`src/rtl/mem_arbiter_pkg.sv`:
```
// Shared constants for the external byte-wide RAM arbiter: FSM states,
// request owners, size codes and the default IO-space address bit.
package mem_arbiter_pkg;

    localparam int unsigned IO_ADDR_BIT_DEFAULT = 17;

    typedef enum logic [1:0] {
        ST_IDLE,
        ST_READ,
        ST_WRITE,
        ST_DONE
    } state_t;

    typedef enum logic {
        OWN_FETCH,
        OWN_LSB
    } owner_t;

    typedef enum logic [1:0] {
        SZ_BYTE = 2'd0,
        SZ_HALF = 2'd1,
        SZ_WORD = 2'd2,
        SZ_WIDE = 2'd3
    } size_t;

    // Byte count for a size code; code 3 behaves as a word.
    function automatic logic [2:0] size_to_n(input logic [1:0] sz);
        case (sz)
            SZ_BYTE: return 3'd1;
            SZ_HALF: return 3'd2;
            default: return 3'd4;
        endcase
    endfunction

endpackage

```
`src/rtl/mem_arbiter_byte_seq.sv`:
```
// mem_byte_seq: byte counter, base+offset address generation and the
// little-endian read-assembly register used by mem_arbiter.
// The counter is the byte offset to issue next; during reads the byte
// arriving on mem_din belongs to offset (count - 2).
module mem_byte_seq
    import mem_arbiter_pkg::*;
#(
    parameter int unsigned ADDR_W = 32
) (
    input  logic              clk_in,
    input  logic              rst_n_in,
    input  logic              rdy_in,
    input  logic              start_i,
    input  logic [ADDR_W-1:0] start_addr_i,
    input  logic [2:0]        start_n_i,
    input  logic              start_issued_i,
    input  logic              step_i,
    input  logic              cap_i,
    input  logic [7:0]        mem_din_i,
    output logic [2:0]        cnt_o,
    output logic [2:0]        n_o,
    output logic [ADDR_W-1:0] addr_o,
    output logic [31:0]       asm_o
);

    logic [ADDR_W-1:0] base_q;
    logic [2:0]        cnt_q;
    logic [2:0]        n_q;
    logic [31:0]       asm_q;
    logic [1:0]        lane;

    assign lane   = cnt_q[1:0] - 2'd2;
    assign cnt_o  = cnt_q;
    assign n_o    = n_q;
    assign addr_o = base_q + {{(ADDR_W-3){1'b0}}, cnt_q};

    // Assembled word including the byte currently on mem_din.
    always_comb begin
        asm_o = asm_q;
        asm_o[{lane, 3'b000} +: 8] = mem_din_i;
    end

    // Counter, base address and assembly register; frozen while rdy_in is low.
    always_ff @(posedge clk_in or negedge rst_n_in) begin
        if (!rst_n_in) begin
            base_q <= '0;
            cnt_q  <= '0;
            n_q    <= '0;
            asm_q  <= '0;
        end else if (rdy_in) begin
            if (start_i) begin
                base_q <= start_addr_i;
                n_q    <= start_n_i;
                cnt_q  <= start_issued_i ? 3'd1 : 3'd0;
                asm_q  <= '0;
            end else begin
                if (step_i) cnt_q <= cnt_q + 3'd1;
                if (cap_i)  asm_q <= asm_o;
            end
        end
    end

endmodule

```
`src/rtl/mem_arbiter.sv`:
```
// mem_arbiter: owns the byte-wide RAM port, round-robin arbitrates fetch vs
// load/store, splits 1/2/4-byte requests into byte transactions and
// reassembles little-endian read data.
// Optional build macro MEM_IO_STALL_EN: IO-space store bytes wait while
// io_buffer_full is high.
module mem_arbiter
    import mem_arbiter_pkg::*;
#(
    parameter int unsigned ADDR_W      = 32,
    parameter int unsigned IO_ADDR_BIT = IO_ADDR_BIT_DEFAULT
) (
    input  logic              clk_in,
    input  logic              rst_n_in,
    input  logic              rdy_in,
    input  logic              flush_in,
    input  logic              if_req,
    input  logic [ADDR_W-1:0] if_addr,
    output logic              if_done,
    output logic [31:0]       if_data,
    input  logic              ls_req,
    input  logic              ls_we,
    input  logic [1:0]        ls_size,
    input  logic [ADDR_W-1:0] ls_addr,
    input  logic [31:0]       ls_wdata,
    output logic              ls_welcome,
    output logic              ls_done,
    output logic [31:0]       ls_rdata,
    input  logic [7:0]        mem_din,
    output logic [7:0]        mem_dout,
    output logic [ADDR_W-1:0] mem_a,
    output logic              mem_wr,
    input  logic              io_buffer_full
);

    state_t            state_q;
    owner_t            owner_q;      // also serves as last_grant
    logic [31:0]       wdata_q;
    logic [ADDR_W-1:0] mem_a_q;
    logic [7:0]        dout_q;
    logic              wr_q;
    logic              if_done_q, ls_done_q;
    logic [31:0]       if_data_q, ls_rdata_q;

    logic              grant_if, grant_ls, start;
    logic [ADDR_W-1:0] start_addr_d;
    logic              start_we_d;
    logic              stall_start, stall_step;
    logic              seq_step, seq_cap;
    logic [2:0]        seq_cnt, seq_n;
    logic [ADDR_W-1:0] seq_addr;
    logic [31:0]       seq_asm;

    // Round-robin grant: on contention the owner opposite last_grant wins.
    always_comb begin
        grant_if = 1'b0;
        grant_ls = 1'b0;
        if (if_req && ls_req) begin
            if (owner_q == OWN_FETCH) grant_ls = 1'b1;
            else                      grant_if = 1'b1;
        end else if (ls_req) begin
            grant_ls = 1'b1;
        end else if (if_req) begin
            grant_if = 1'b1;
        end
    end

    assign start        = (state_q == ST_IDLE) && !flush_in && (grant_if || grant_ls);
    assign start_addr_d = grant_ls ? ls_addr : if_addr;
    assign start_we_d   = grant_ls && ls_we;

`ifdef MEM_IO_STALL_EN
    assign stall_start = start_we_d && (start_addr_d[IO_ADDR_BIT -: 2] == 2'b11) && io_buffer_full;
    assign stall_step  = (seq_addr[IO_ADDR_BIT -: 2] == 2'b11) && io_buffer_full;
`else
    logic unused_io_full;
    assign unused_io_full = io_buffer_full;
    assign stall_start    = 1'b0;
    assign stall_step     = 1'b0;
`endif

    assign seq_step = ((state_q == ST_READ) && !flush_in)
                   || ((state_q == ST_WRITE) && (seq_cnt < seq_n) && !stall_step);
    assign seq_cap  = (state_q == ST_READ) && !flush_in && (seq_cnt >= 3'd2);

    mem_byte_seq #(.ADDR_W(ADDR_W)) u_seq (
        .clk_in         (clk_in),
        .rst_n_in       (rst_n_in),
        .rdy_in         (rdy_in),
        .start_i        (start),
        .start_addr_i   (start_addr_d),
        .start_n_i      (grant_ls ? size_to_n(ls_size) : 3'd4),
        .start_issued_i (!(start_we_d && stall_start)),
        .step_i         (seq_step),
        .cap_i          (seq_cap),
        .mem_din_i      (mem_din),
        .cnt_o          (seq_cnt),
        .n_o            (seq_n),
        .addr_o         (seq_addr),
        .asm_o          (seq_asm)
    );

    // Transaction FSM with registered RAM-side and requester-side outputs.
    always_ff @(posedge clk_in or negedge rst_n_in) begin
        if (!rst_n_in) begin
            state_q    <= ST_IDLE;
            owner_q    <= OWN_FETCH;
            wdata_q    <= '0;
            mem_a_q    <= '0;
            dout_q     <= '0;
            wr_q       <= 1'b0;
            if_done_q  <= 1'b0;
            ls_done_q  <= 1'b0;
            if_data_q  <= '0;
            ls_rdata_q <= '0;
        end else if (rdy_in) begin
            if_done_q <= 1'b0;
            ls_done_q <= 1'b0;
            case (state_q)
                ST_IDLE: begin
                    if (start) begin
                        owner_q <= grant_ls ? OWN_LSB : OWN_FETCH;
                        wdata_q <= ls_wdata;
                        mem_a_q <= start_addr_d;
                        dout_q  <= ls_wdata[7:0];
                        if (start_we_d) begin
                            wr_q    <= !stall_start;
                            state_q <= ST_WRITE;
                        end else begin
                            state_q <= ST_READ;
                        end
                    end
                end
                ST_READ: begin
                    if (flush_in) begin
                        state_q <= ST_IDLE;
                    end else begin
                        if (seq_cnt < seq_n) mem_a_q <= seq_addr;
                        if (seq_cnt == seq_n + 3'd1) begin
                            if (owner_q == OWN_FETCH) begin
                                if_data_q <= seq_asm;
                                if_done_q <= 1'b1;
                            end else begin
                                ls_rdata_q <= seq_asm;
                                ls_done_q  <= 1'b1;
                            end
                            state_q <= ST_DONE;
                        end
                    end
                end
                ST_WRITE: begin
                    // Flush is ignored here: the store is already committed.
                    if (seq_cnt < seq_n) begin
                        if (stall_step) begin
                            wr_q <= 1'b0;
                        end else begin
                            mem_a_q <= seq_addr;
                            dout_q  <= wdata_q[{seq_cnt[1:0], 3'b000} +: 8];
                            wr_q    <= 1'b1;
                        end
                    end else begin
                        wr_q <= 1'b0;
                        if (owner_q == OWN_FETCH) if_done_q <= 1'b1;
                        else                      ls_done_q <= 1'b1;
                        state_q <= ST_DONE;
                    end
                end
                default: state_q <= ST_IDLE;
            endcase
        end
    end

    assign if_done    = if_done_q;
    assign if_data    = if_data_q;
    assign ls_done    = ls_done_q;
    assign ls_rdata   = ls_rdata_q;
    assign ls_welcome = (state_q == ST_IDLE);
    assign mem_a      = mem_a_q;
    assign mem_dout   = dout_q;
    assign mem_wr     = wr_q & rdy_in;

endmodule

```
`config.mk`:
```
export PLATFORM = sky130hd
export DESIGN_NAME = mem_arbiter
export DESIGN_NICKNAME = d
export VERILOG_FILES = /design/src/rtl/mem_arbiter_pkg.sv /design/src/rtl/mem_arbiter_byte_seq.sv /design/src/rtl/mem_arbiter.sv
export SDC_FILE = /design/constraint.sdc
export NUM_CORES = 1
export LEC_CHECK = 0
export ABC_CLOCK_PERIOD_IN_PS = 6100
export CORE_AREA = 2 2 150 152
export DETAILED_ROUTE_END_ITERATION = 10
export DIE_AREA = 0 0 152 154
export GPL_TIMING_DRIVEN = 1
export PLACE_DENSITY = 0.77
export SYNTH_ARGS = -nofsm -noshare
export SYNTH_HDL_FRONTEND = slang
export SYNTH_HIERARCHICAL = 1
export SYNTH_SLANG_ARGS = --single-unit
export TNS_END_PERCENT = 5
```
`constraint.sdc`:
```
create_clock -name clk_in -period 6.1 [get_ports clk_in]
set_input_delay 1.22 -clock clk_in [delete_from_list [all_inputs] [get_ports clk_in]]
set_output_delay 1.22 -clock clk_in [all_outputs]
set_load 0.1 [all_outputs]
```
==> run metrics <==
sequential share of the synthesized area 49.53%; Final nets 1216; area of the multi-input gates 4895 sq um; Async S/R FF share, synth 100.0%; PD cells 512.9 nW/um^2; Initial DRT Pass Iterations 4; Post-Syn Instances 880; die width 152 um; Antenna Cells 0; Netlist cell types 52; full die area 23410 sq um; post-CTS sizing 0; pin count of the biggest net entering global routing 132; Slew HR 28.71%; Placer Congestion 0.7610; FF-to-FF path depth 5; die height 154 um; Total Power 0.007114 W; Commonest cells post-synth dfrtp_1 (212), mux2_2 (173), inv_1 (76); Stages on worst setup path 3; hold_ws 0.4807 ns; count leader, synth dfrtp_1; I/O pin total 222; clock sink count 212; share of post-route cells with drive strength above 1 21.89%; Filler cells 1659; worst-path fanout max 2; Tcrit/Tclk final 63.30%; via count 7417; Period minus WS final 3.861 ns; Synth top area share 49.53%; dpl cells 1340; Critical R2R Capture if_data[21]; CP max stage cell clkdlybuf4s50_1; Design Area, Final 13870 sq um; CTS buffer count 23; final WL 24670 um; worst setup path endpoint mem_wr; hold path depth 1; Hold-fix buffers, CTS 0; first-pass GRT wire length 40980 um; Synth Area per Inst 12.17 sq um; Post-CTS Setup Inserts 0; WS Path Type primary input to output pin; status finished clean; Root Buffer clkbuf_16; P&R area growth vs syn 29.49%; element type at the critical path end output pin; wire length per cell 17.87 um; Port Buffer Count 220; required time of the critical path 4.88 ns; Syn. warnings 6; CP arrival 2.64 ns; static leakage 6.389 nW; gr ovfl total 0; initial antenna violation count 0; FF-to-FF setup slack 2.83 ns; GR Util All Layers 21.27%; Post-DP HPWL 16620 um; cell area after placement 13120 sq um; EDFF count, synth 0; Slew Viols, Final 0; Final TNS setup 0 ns; largest area contributor in the netlist dfrtp_1; Post-Layout Cell Count 1381; Critical R2R Launch u_seq/cnt_o[0]; initial core utilization 49.39%; Most used DFF post-synth dfrtp_1; CTS H-Tree Depth 1; Syn Nets 1011; Final Setup Violations 0; Synth Register Bits 212; FF+latch area 5305 sq um; Post-Syn Area 10710 sq um; vias in the first global route 7690; TritonCTS clock tree built; Slew @ Worst Pin 1.066 ns; Max Freq 259.0 MHz; final hold viol count 0; max-cap viol count 0; clock skew 0.008828 ns; worst vdd ir 0.0003997 V; critical path, cell by cell buf_2, and2_1, clkdlybuf4s50_1; CP top delay family buffers and inverters; CP bufs+invs 2; unrepaired setup endpoints after global routing no; DR iter-0 viols 291; Critical Path Source rdy_in; post-route ant nets 0; max incr delay on CP 1.16 ns; startpoint class of the critical path primary input; Worst-Skew Late Latency 0.49 ns; hold crit path type register to register; maximum root-to-sink buffer count 3; Core Area 21690 sq um; Core Rows 54; top post-synthesis cells by area dfrtp_1 (50%), mux2_2 (18%), mux2i_1 (6.0%); clock-pin slew on the worst setup and hold paths 0.06 ns; DR DRC count 0; via/cell ratio 5.371
-- area by class of cell --
cell class                      count  share of cell area [%]
Multi-Input combinational cell    542                   35.29
Sequential cell                   212                   38.25
Inverter                           77                   2.084
Tap cell                          280                   2.526
Clock buffer                       31                   4.655
Clock inverter                     10                  0.7577
Timing Repair Buffer              229                   16.44
-- worst min path at each step --
stage | startpoint | to
final | ls_rdata[11] | ls_rdata[11]
after CTS | ls_rdata[11] | ls_rdata[11]
after global routing | ls_rdata[16] | ls_rdata[16]
after floorplan | wdata_q[16] | wdata_q[16]
after detailed placement | ls_rdata[11] | ls_rdata[11]
after global placement | ls_rdata[7] | ls_rdata[7]
-- cell usage in the layout (no fill, tap or decap), types with 2 or more instances in the layout --
master             n
xnor2_1           20
mux2_1             9
and4_1             4
bufinv_16          2
clkinv_2           6
a21boi_0           3
nand2_1           47
o2bb2ai_1          2
inv_1             76
ha_1              15
nor3_1             4
clkdlybuf4s50_1  218
mux2i_1           64
nand4_1            6
mux2_2           173
nor3b_1            2
a21oi_1            9
o21ai_1           27
and2_1            34
clkbuf_1           4
buf_4              8
clkbuf_16         23
o21ai_0            8
nor2b_1            2
xor2_1            11
and3_1             8
nand2b_1           3
clkinvlp_4         2
mux4_2             8
nand3_1           17
a41o_1            32
nor2_1             9
o22ai_1            3
dfrtp_1          212
clkbuf_8           5
-- metrics by stage --
| step | setup slack (ns) | util [%] |
|---|---|---|
| detailed placement | 2.226 | 60.49 |
| CTS | 2.221 | 63.96 |
| global route | 2.223 | 63.96 |
| finish | 2.239 | 63.96 |
| floorplan | 2.734 | - |
| global placement | 2.225 | 60.49 |
-- state kept, by name, indices dropped and copies added, names as in the netlist --
name	cells
wdata_q	32
if_data	32
state_q	2
owner_q	1
mem_dout	8
wr_q	1
u_seq/asm_q	32
if_done	1
u_seq/base_q	32
ls_done	1
u_seq/cnt_o	3
u_seq/n_o	3
ls_rdata	32
mem_a	32
-- metal layers --
metal | vias to the layer above | global-route usage [%] | routed length [um]
met5 | - | 0 | 0
met4 | 0 | 3.872 | 335
met3 | 31 | 4.848 | 1636
met2 | 215 | 36.08 | 12070
met1 | 3682 | 28.44 | 10630
li1 | 3489 | - | -
-- where the power goes --
group          internal, W  leakage (nW)  total, W  switching (W)
Combinational      0.00126          3.29   0.00352        0.00226
Clock             0.000826         0.369   0.00138       0.000555
Sequential         0.00185          2.73   0.00221       0.000367
-- cells by family (layout without fill, tap and decap cells) --
logic type,Yosys count,after routing,synth area share [%]
muxes,254,254,26.80
DFF,212,212,49.53
and+or+nand+nor,146,146,7.569
buffers and inverters,126,347,4.941
AOI/OAI and AO/OA,92,92,6.320
xor gates and xnor gates,32,32,2.757
adders and majority gates,17,17,2.056
other,1,1,0.03501
Power figures use the tool's default switching activity.
